File: config.mk
export PLATFORM = sky130hd
export DESIGN_NAME = wrr_stream_arbiter
export DESIGN_NICKNAME = d
export VERILOG_FILES = /design/src/rtl/wrr_stream_arbiter.sv
export SDC_FILE = /design/constraint.sdc
export NUM_CORES = 1
export LEC_CHECK = 0
export CAP_MARGIN = 5
export CORE_ASPECT_RATIO = 1.4
export CORE_MARGIN = 1
export CORE_UTILIZATION = 28
export CTS_CLUSTER_SIZE = 20
export DETAILED_ROUTE_END_ITERATION = 16
export PLACE_DENSITY = 0.81
export SYNTH_ARGS = -nofsm -noshare
export SYNTH_HDL_FRONTEND = slang
export SYNTH_SLANG_ARGS = --single-unit
File: constraint.sdc
create_clock -name clk_i -period 3.6 [get_ports clk_i]
set_input_delay 0.54 -clock clk_i [delete_from_list [all_inputs] [get_ports clk_i]]
set_output_delay 0.54 -clock clk_i [all_outputs]
set_load 0.005 [all_outputs]
File: src/rtl/wrr_stream_arbiter.sv
// rtl/wrr_stream_arbiter.sv - weighted round-robin arbiter merging N valid/ready streams onto one
module wrr_stream_arbiter #(
    parameter int  NumIn       = 4,
    parameter int  DataWidth   = 32,
    parameter int  WeightWidth = 4,
    localparam int IdxWidth    = (NumIn > 1) ? $clog2(NumIn) : 1
) (
    input  logic                         clk_i,
    input  logic                         rst_i,
    input  logic                         flush_i,
    input  logic [NumIn*WeightWidth-1:0] weight_i,
    input  logic [NumIn-1:0]             req_i,
    output logic [NumIn-1:0]             gnt_o,
    input  logic [NumIn*DataWidth-1:0]   data_i,
    output logic                         req_o,
    input  logic                         gnt_i,
    output logic [DataWidth-1:0]         data_o,
    output logic [IdxWidth-1:0]          idx_o
);

    logic [IdxWidth-1:0]    ptr_q;
    logic [WeightWidth-1:0] cnt_q;
    logic                   lock_q;

    logic [DataWidth-1:0]   data_arr   [NumIn];
    logic [WeightWidth-1:0] weight_arr [NumIn];

    for (genvar i = 0; i < NumIn; i++) begin : g_lane
        assign data_arr[i]   = data_i[i*DataWidth +: DataWidth];
        assign weight_arr[i] = weight_i[i*WeightWidth +: WeightWidth];
    end

    logic                   any_req;
    logic                   hs;
    logic                   found;
    logic [IdxWidth-1:0]    sel;
    logic [IdxWidth-1:0]    sel_inc;
    logic [WeightWidth-1:0] w_raw;
    logic [WeightWidth-1:0] base;
    logic [WeightWidth:0]   w_eff;
    logic [WeightWidth:0]   nxt;

    assign any_req = |req_i;
    assign hs      = any_req & gnt_i;

    // A locked or still-requesting owner keeps the output; otherwise scan cyclically past it.
    always_comb begin
        int j;
        j     = 0;
        sel   = ptr_q;
        found = 1'b0;
        if (!lock_q && !req_i[ptr_q]) begin
            for (int k = 1; k < NumIn; k++) begin
                j = int'(ptr_q) + k;
                if (j >= NumIn) j = j - NumIn;
                if (!found && req_i[IdxWidth'(j)]) begin
                    sel   = IdxWidth'(j);
                    found = 1'b1;
                end
            end
        end
    end

    assign sel_inc = (sel == IdxWidth'(NumIn - 1)) ? '0 : sel + IdxWidth'(1);
    assign w_raw   = weight_arr[sel];
    assign w_eff   = (w_raw == '0) ? (WeightWidth+1)'(1) : {1'b0, w_raw};
    assign base    = (sel == ptr_q) ? cnt_q : '0;
    // One extra bit so a full-scale weight cannot wrap the count.
    assign nxt     = {1'b0, base} + (WeightWidth+1)'(1);

    always_comb begin
        req_o  = 1'b0;
        gnt_o  = '0;
        idx_o  = '0;
        data_o = '0;
        if (!rst_i) begin
            req_o  = any_req;
            idx_o  = sel;
            data_o = data_arr[sel];
            if (hs) gnt_o[sel] = 1'b1;
        end
    end

    always_ff @(posedge clk_i) begin
        if (rst_i || flush_i) begin
            ptr_q  <= '0;
            cnt_q  <= '0;
            lock_q <= 1'b0;
        end else if (hs) begin
            lock_q <= 1'b0;
            if (nxt >= w_eff) begin
                ptr_q <= sel_inc;
                cnt_q <= '0;
            end else begin
                ptr_q <= sel;
                cnt_q <= nxt[WeightWidth-1:0];
            end
        end else if (any_req) begin
            lock_q <= 1'b1;
            ptr_q  <= sel;
            if (sel != ptr_q) cnt_q <= '0;
        end
    end

    a_lock_hold: assert property (@(posedge clk_i) disable iff (rst_i)
        lock_q |-> (req_i[ptr_q] && data_o == $past(data_o)));
    a_gnt_onehot: assert property (@(posedge clk_i) disable iff (rst_i)
        $onehot0(gnt_o));
    a_gnt_hs: assert property (@(posedge clk_i) disable iff (rst_i)
        (gnt_o != '0) |-> (req_o && gnt_i));

endmodule

-- Word level (Yosys, flattened, before mapping)
Index checks and enable logic that the tools add are counted.
Widths: inputs -> output; s select.
- flip-flop bits (word level): 7
- output and inout port bits: 39
- add/sub/neg operators: 8
- order comparisons: 11
- eq/ne operators: 3
- muxes and demuxes: 48
- bitwise gates (word level): 2
- reduce and logical (&&, ||, !) cells: 15
- operators with widths (operator ; number):
    $mux 32 ; 3
    $bmux 32 s2 ; 1
    $mux 4 ; 10
    $mux 2 ; 15
    $mux 1 ; 13
    $ge 3x3->1 const B ; 4
    $lt 2x4->1 const B ; 3
    $bmux 1 s2 ; 4
    $bmux 4 s2 ; 1
    $add 2x2->3 const B ; 2
    $lt 2x3->1 const B ; 2
    $sub 2x1->2 const B ; 3
    $add 4x1->5 const B ; 1
    $ge 5x4->1 ; 1
    $logic_and 1x1->1 ; 4
    $logic_not 1->1 ; 4
    $logic_not 4->1 ; 1
    $reduce_bool 2->1 ; 2
    $reduce_or 4->1 ; 1
    $add 2x1->3 const B ; 1
    $not 2->3 ; 1
    $add 2x1->2 const B ; 1
    $demux 1 s2 ; 1
    $eq 2x2->1 ; 1
    other kinds (7) ; 7

-- Longest topological paths before layout
- depth after elaboration: 27
- mapped depth: 16

-- Worst setup path before layout
Ideal clock, no wire load.
- path type: input to register
- from: input req_i[3]
- to: register cnt_q[2]
- arrival: 3.512 ns
- required time: 3.480 ns
- path slack: -0.032 ns
- stages: 14
- buffers on the path: 2
- cell sequence: mux2_2 a211o_1 a211oi_4 xnor2_4 buf_6 buf_2 mux2i_1 mux2_2 ha_1 nand2_1 o21ai_0 nor3_1 and3_1 a211o_1
- longest elaborated chain between the ends: 22
- elaborated cells on any way between the ends: 43
- ends and longest elaborated chain (what ; RTL line ; RTL):
    from (decl) ; 12 ; input logic [NumIn-1:0] req_i,
    $bmux 1 s2 ; 56 ; if (!found && req_i[IdxWidth'(j)]) begin
    $mux 1 (not written as such) (2 in a row) ; 56 ;
    $mux 1 ; 56 ;
    $mux 1 ; 52 ; if (!lock_q && !req_i[ptr_q]) begin
    $logic_not 1->1 ; 56 ;
    $logic_and 1x1->1 ; 56 ;
    $mux 1 ; 56 ;
    $mux 1 ; 52 ;
    [4 not listed] ; - ;
    $not 2->3 (not written as such) ; 65 ; assign w_raw = weight_arr[sel];
    $bmux 4 s2 ; 65 ;
    $mux 4 (not written as such) (2 in a row) ; 65 ;
    $logic_not 4->1 ; 66 ; assign w_eff = (w_raw == '0) ? (WeightWidth+1)'(1) : {1'b0, w_raw};
    $mux 4 ; 66 ;
    $ge 5x4->1 ; 91 ; if (nxt >= w_eff) begin
    $mux 4 ; 91 ;
    $mux 4 ; 89 ; end else if (hs) begin
    to (signal assigned) ; 96 ; cnt_q <= nxt[WeightWidth-1:0];
    to (decl) ; 22 ; logic [WeightWidth-1:0] cnt_q;
Several ways; a longest one is shown, not always the timed one. The select of a mux whose other input is x is not followed.
A chain may end at the register's enable or synchronous reset.

-- Final worst setup path
- from: register ptr_q[0]
- to: output data_o[25]
- longest elaborated chain between the ends: 22
- elaborated cells on any way between the ends: 45
- ends and longest elaborated chain (what ; RTL line ; RTL):
    from (decl) ; 21 ; logic [IdxWidth-1:0] ptr_q;
    from (signal assigned) ; 92 ; ptr_q <= sel_inc;
    from (signal assigned) ; 95 ; ptr_q <= sel;
    from (signal assigned) ; 100 ; ptr_q <= sel;
    $add 2x1->3 ; 54 ; j = int'(ptr_q) + k;
    $ge 3x3->1 / $sub 2x1->2 (equally long branches) ; 55 ; if (j >= NumIn) j = j - NumIn;
    $mux 2 ; 55 ;
    $mux 2 ; 52 ;
    $bmux 1 s2 ; 56 ;
    $mux 1 (not written as such) (2 in a row) ; 56 ;
    $mux 1 ; 56 ;
    $mux 1 ; 52 ;
    [4 not listed] ; - ;
    $logic_not 1->1 ; 56 ;
    $logic_and 1x1->1 ; 56 ;
    $mux 2 ; 56 ;
    $mux 2 (*) ; 52 ;
    $not 2->3 (not written as such) (*) ; 79 ; data_o = data_arr[sel];
    $bmux 32 s2 (*) ; 79 ;
    $mux 32 (not written as such) (*) (2 in a row) ; 79 ;
    $mux 32 (*) ; 76 ; if (!rst_i) begin
    to (decl) ; 17 ; output logic [DataWidth-1:0] data_o,
Mark *: on every way between the ends. The rest lies on a longest branch, timed or not. The select of a mux whose other input is x is not followed.

==> impl_metrics.tcl <==
set metrics [dict create \
    yosys.area_share.simple_pct 25.1 \
    worstPathArrival_ns 2.93 \
    synth_edf_count 0 \
    io_buffers 190 \
    cap_violations 0 \
    switching_share_pct 33.2 \
    die_h_um 101 \
    synth-main-ff-cell "dfxtp_1" \
    ctsHoldBuffers 0 \
    grt_pass1_wl_um 13800 \
    relSlewSlack_pct 42.5 \
    path_delay_family "multiplexers" \
    hold_viol 0 \
    switchingPower_w 0.000412 \
    hold_end "cnt_q[1]" \
    synth_fa_ha_area_share_pct 5.76 \
    p_seq_share_pct 7.1 \
    ff2ff_path_depth 14 \
    synth_compound_area_share_pct 11.8 \
    n_antenna_cell 0 \
    p_int_w 0.000829 \
    initial_core_util_pct 29.4 \
    clockRootBuffer "clkbuf_8" \
    rsz0062_at_grt "false" \
    cts_htree_levels 1 \
    antenna_found_initial 0 \
    avgSynthCellArea_um2 9.97 \
    regToRegEndpoint "cnt_q[2]" \
    clock_latency_ns 0.23 \
    dp_worst_setup_slack_ns -0.426 \
    holdPathStages 1 \
    final_nets 570 \
    worst-r2r-setup-slack_ns 0.20 \
    setup_slack_ns 0.127 \
    path_class "flop to primary output" \
    die_area_mm2 0.00732 \
    clk_pin_slew_ns 0.05 \
    muxShareOfSynthArea_pct 42.8 \
    grt-ovfl-total 0 \
    synth_xor_area_share_pct 2.30 \
    firstDrtPassIters 6 \
    hold_ws_ns 0.505 \
    synth_area_mm2 0.00195 \
    cp_slowest_cell "mux4_2" \
    synth_cells 196 \
    p_per_area_mw_per_mm2 286 \
    drtIter0Drc 88 \
    synth_top_family_by_area "multiplexers" \
    outcome "finished, final reports clean" \
    fmaxAchievable_mhz 288 \
    min_path_type "flop to flop" \
    vias_per_cell 5.14 \
    crit-reg2reg-launch "ptr_q[0]" \
    via_count 2572 \
    p_leak_nw 1.80 \
    yosysSeqAreaShare_pct 7.17 \
    drc 0 \
    grt_max_degree 29 \
    synth_seq_cells 7 \
    period_share_pct 96.5 \
    die_w_um 72.6 \
    fp-row-count 35 \
    crit_path_end_kind "primary output" \
    critPathRequiredTime_ns 3.06 \
    dpl.hpwl_um 7660 \
    grt_use_total_pct 25.1 \
    cts_tree "yes" \
    drive_gt1_share_pct 29.9 \
    syn_nets 357 \
    ys_warn_count 0 \
    finish.utilization_pct 65.1 \
    clock_skew_ns 0.00453 \
    grt_pass1_vias 2587 \
    finalMaxSlewViolations 0 \
    max_stage_delay_ns 0.50 \
    wl_per_cell_um 19.4 \
    pwr-share-comb_pct 83.6 \
    place_congestion 0.830 \
    drt-total-wl_um 9700 \
    cp_max_fo 7 \
    cts_buffers 3 \
    ios 191 \
    area_growth_pct 122 \
    synthArstFlopShare_pct 0 \
    coreArea_mm2 0.00666 \
    setup_viol 0 \
    worst_pin_slew_ns 0.860 \
    fin_crit_ns 3.47 \
    cts_num_sinks 7 \
    clock_power_share_pct 9.3 \
    ir_worst_vdd_mv 0.222 \
    start_kind "flop" \
    drtAntennaViolNets 0 \
    worstHoldStart "cnt_q[1]" \
    synth_cell_types 47 \
    crit_chain "mux2_4, a211o_1, a211oi_4, xnor2_4, buf_12, buf_6, buf_12, mux4_2, nor2b_2, buf_2" \
    cp_num_buf_inv 4 \
    cp_common_cell "buf_12" \
    clk_path_buf_depth 2 \
]
power groups by stage:
stage	combinational, W	clock, W	sequential (W)
after floorplan	0.000484	0	0.0000856
after global placement	0.000905	0	0.0000880
after detailed placement	0.000914	0	0.0000882
after CTS	0.00103	0.000114	0.0000873
after global routing	0.00110	0.000120	0.0000886
final	0.00104	0.000116	0.0000880
state kept, by name, summed over array words and instances, names as in the netlist:
| signal | cells |
|---|---|
| lock_q | 1 |
| ptr_q | 2 |
| cnt_q | 4 |
cell usage after synthesis, types with 2 or more instances:
cell | instances | area, µm²
dfxtp_1 | 7 | 140
o211ai_1 | 2 | 15.0
mux4_2 | 32 | 721
clkbuf_1 | 9 | 33.8
nand2_1 | 6 | 22.5
or3_1 | 2 | 12.5
o31ai_1 | 2 | 15.0
ha_1 | 9 | 113
and3_1 | 3 | 18.8
a211o_1 | 2 | 17.5
or4_1 | 2 | 15.0
a21oi_1 | 5 | 25.0
nor2_1 | 10 | 37.5
mux2i_1 | 7 | 70.1
a21o_1 | 2 | 15.0
mux2_2 | 4 | 45.0
nor2b_1 | 33 | 206
nand3_1 | 3 | 15.0
and2_1 | 8 | 50.1
nand2b_1 | 4 | 25.0
or2_2 | 2 | 12.5
buf_6 | 3 | 33.8
buf_2 | 2 | 10.0
o21ai_0 | 4 | 20.0
nor3_1 | 7 | 35.0
xnor2_1 | 2 | 17.5
inv_1 | 3 | 11.3
o211a_1 | 2 | 20.0
logic make-up after synthesis:
group,after synthesis
AND/OR/NAND/NOR,85
multiplexers,43
AO/OA/AOI/OAI,30
buffers and inverters,19
adder cells (fa/ha/maj),9
flip-flops,7
XOR/XNOR,3
final cells by class:
class                           instances  area, µm²
Multi-Input combinational cell        170       1860
Timing Repair Buffer                  223       2150
Fill cell                             533       2320
Inverter                                4       15.0
Clock buffer                            4       45.0
Sequential cell                         7        140
Tap cell                               92        115
worst max path at each step:
stage	from	to	slack, ns	cells past startpoint
after floorplan	req_i[3]	cnt_q[2]	0.03	14
after global placement	req_i[3]	data_o[2]	-0.40	9
after detailed placement	req_i[3]	cnt_q[2]	-0.43	14
after CTS	req_i[2]	data_o[27]	-0.02	11
after global routing	ptr_q[0]	data_o[25]	0.02	10
final	ptr_q[0]	data_o[25]	0.13	10
stage by stage:
stage / cell area (µm²) / power [W] / instances / TNS [ns]
floorplan: 1960 / 0.000570 / 196 / 0
global placement: 4100 / 0.000993 / 486 / -13.13
detailed placement: 4100 / 0.00100 / 486 / -14.70
CTS: 4310 / 0.00123 / 501 / -0.0459
global route: 4330 / 0.00131 / 500 / 0
finish: 4330 / 0.00124 / 500 / 0
cells in the final DEF (no fill, tap or decap), types with 7 or more instances in the layout:
master	instances
nor2b_4	7
ha_1	8
and2_1	8
clkbuf_2	18
buf_12	7
nor2_1	10
dlygate4sd2_1	9
nor2b_1	24
buf_6	9
clkdlybuf4s50_1	150
mux4_2	32
dfxtp_1	7
buf_4	18
metal layers:
layer / share of wire (%) / up-vias / global-route usage (%)
li1: - / 1191 / -
met1: 40 / 1207 / 32.6
met2: 50 / 163 / 43.9
met3: 9.3 / 11 / 4.90
met4: 1.1 / 0 / 3.32
met5: 0 / - / 0
repair_timing:
action / CTS / global route
endpoints found under the setup margin: 42 / 41
cloned: 3 / 0
resized for setup: 92 / 61
pin swaps: 4 / 7
setup buffers: 8 / 2
No activity file was read; power rests on OpenSTA's default activity.
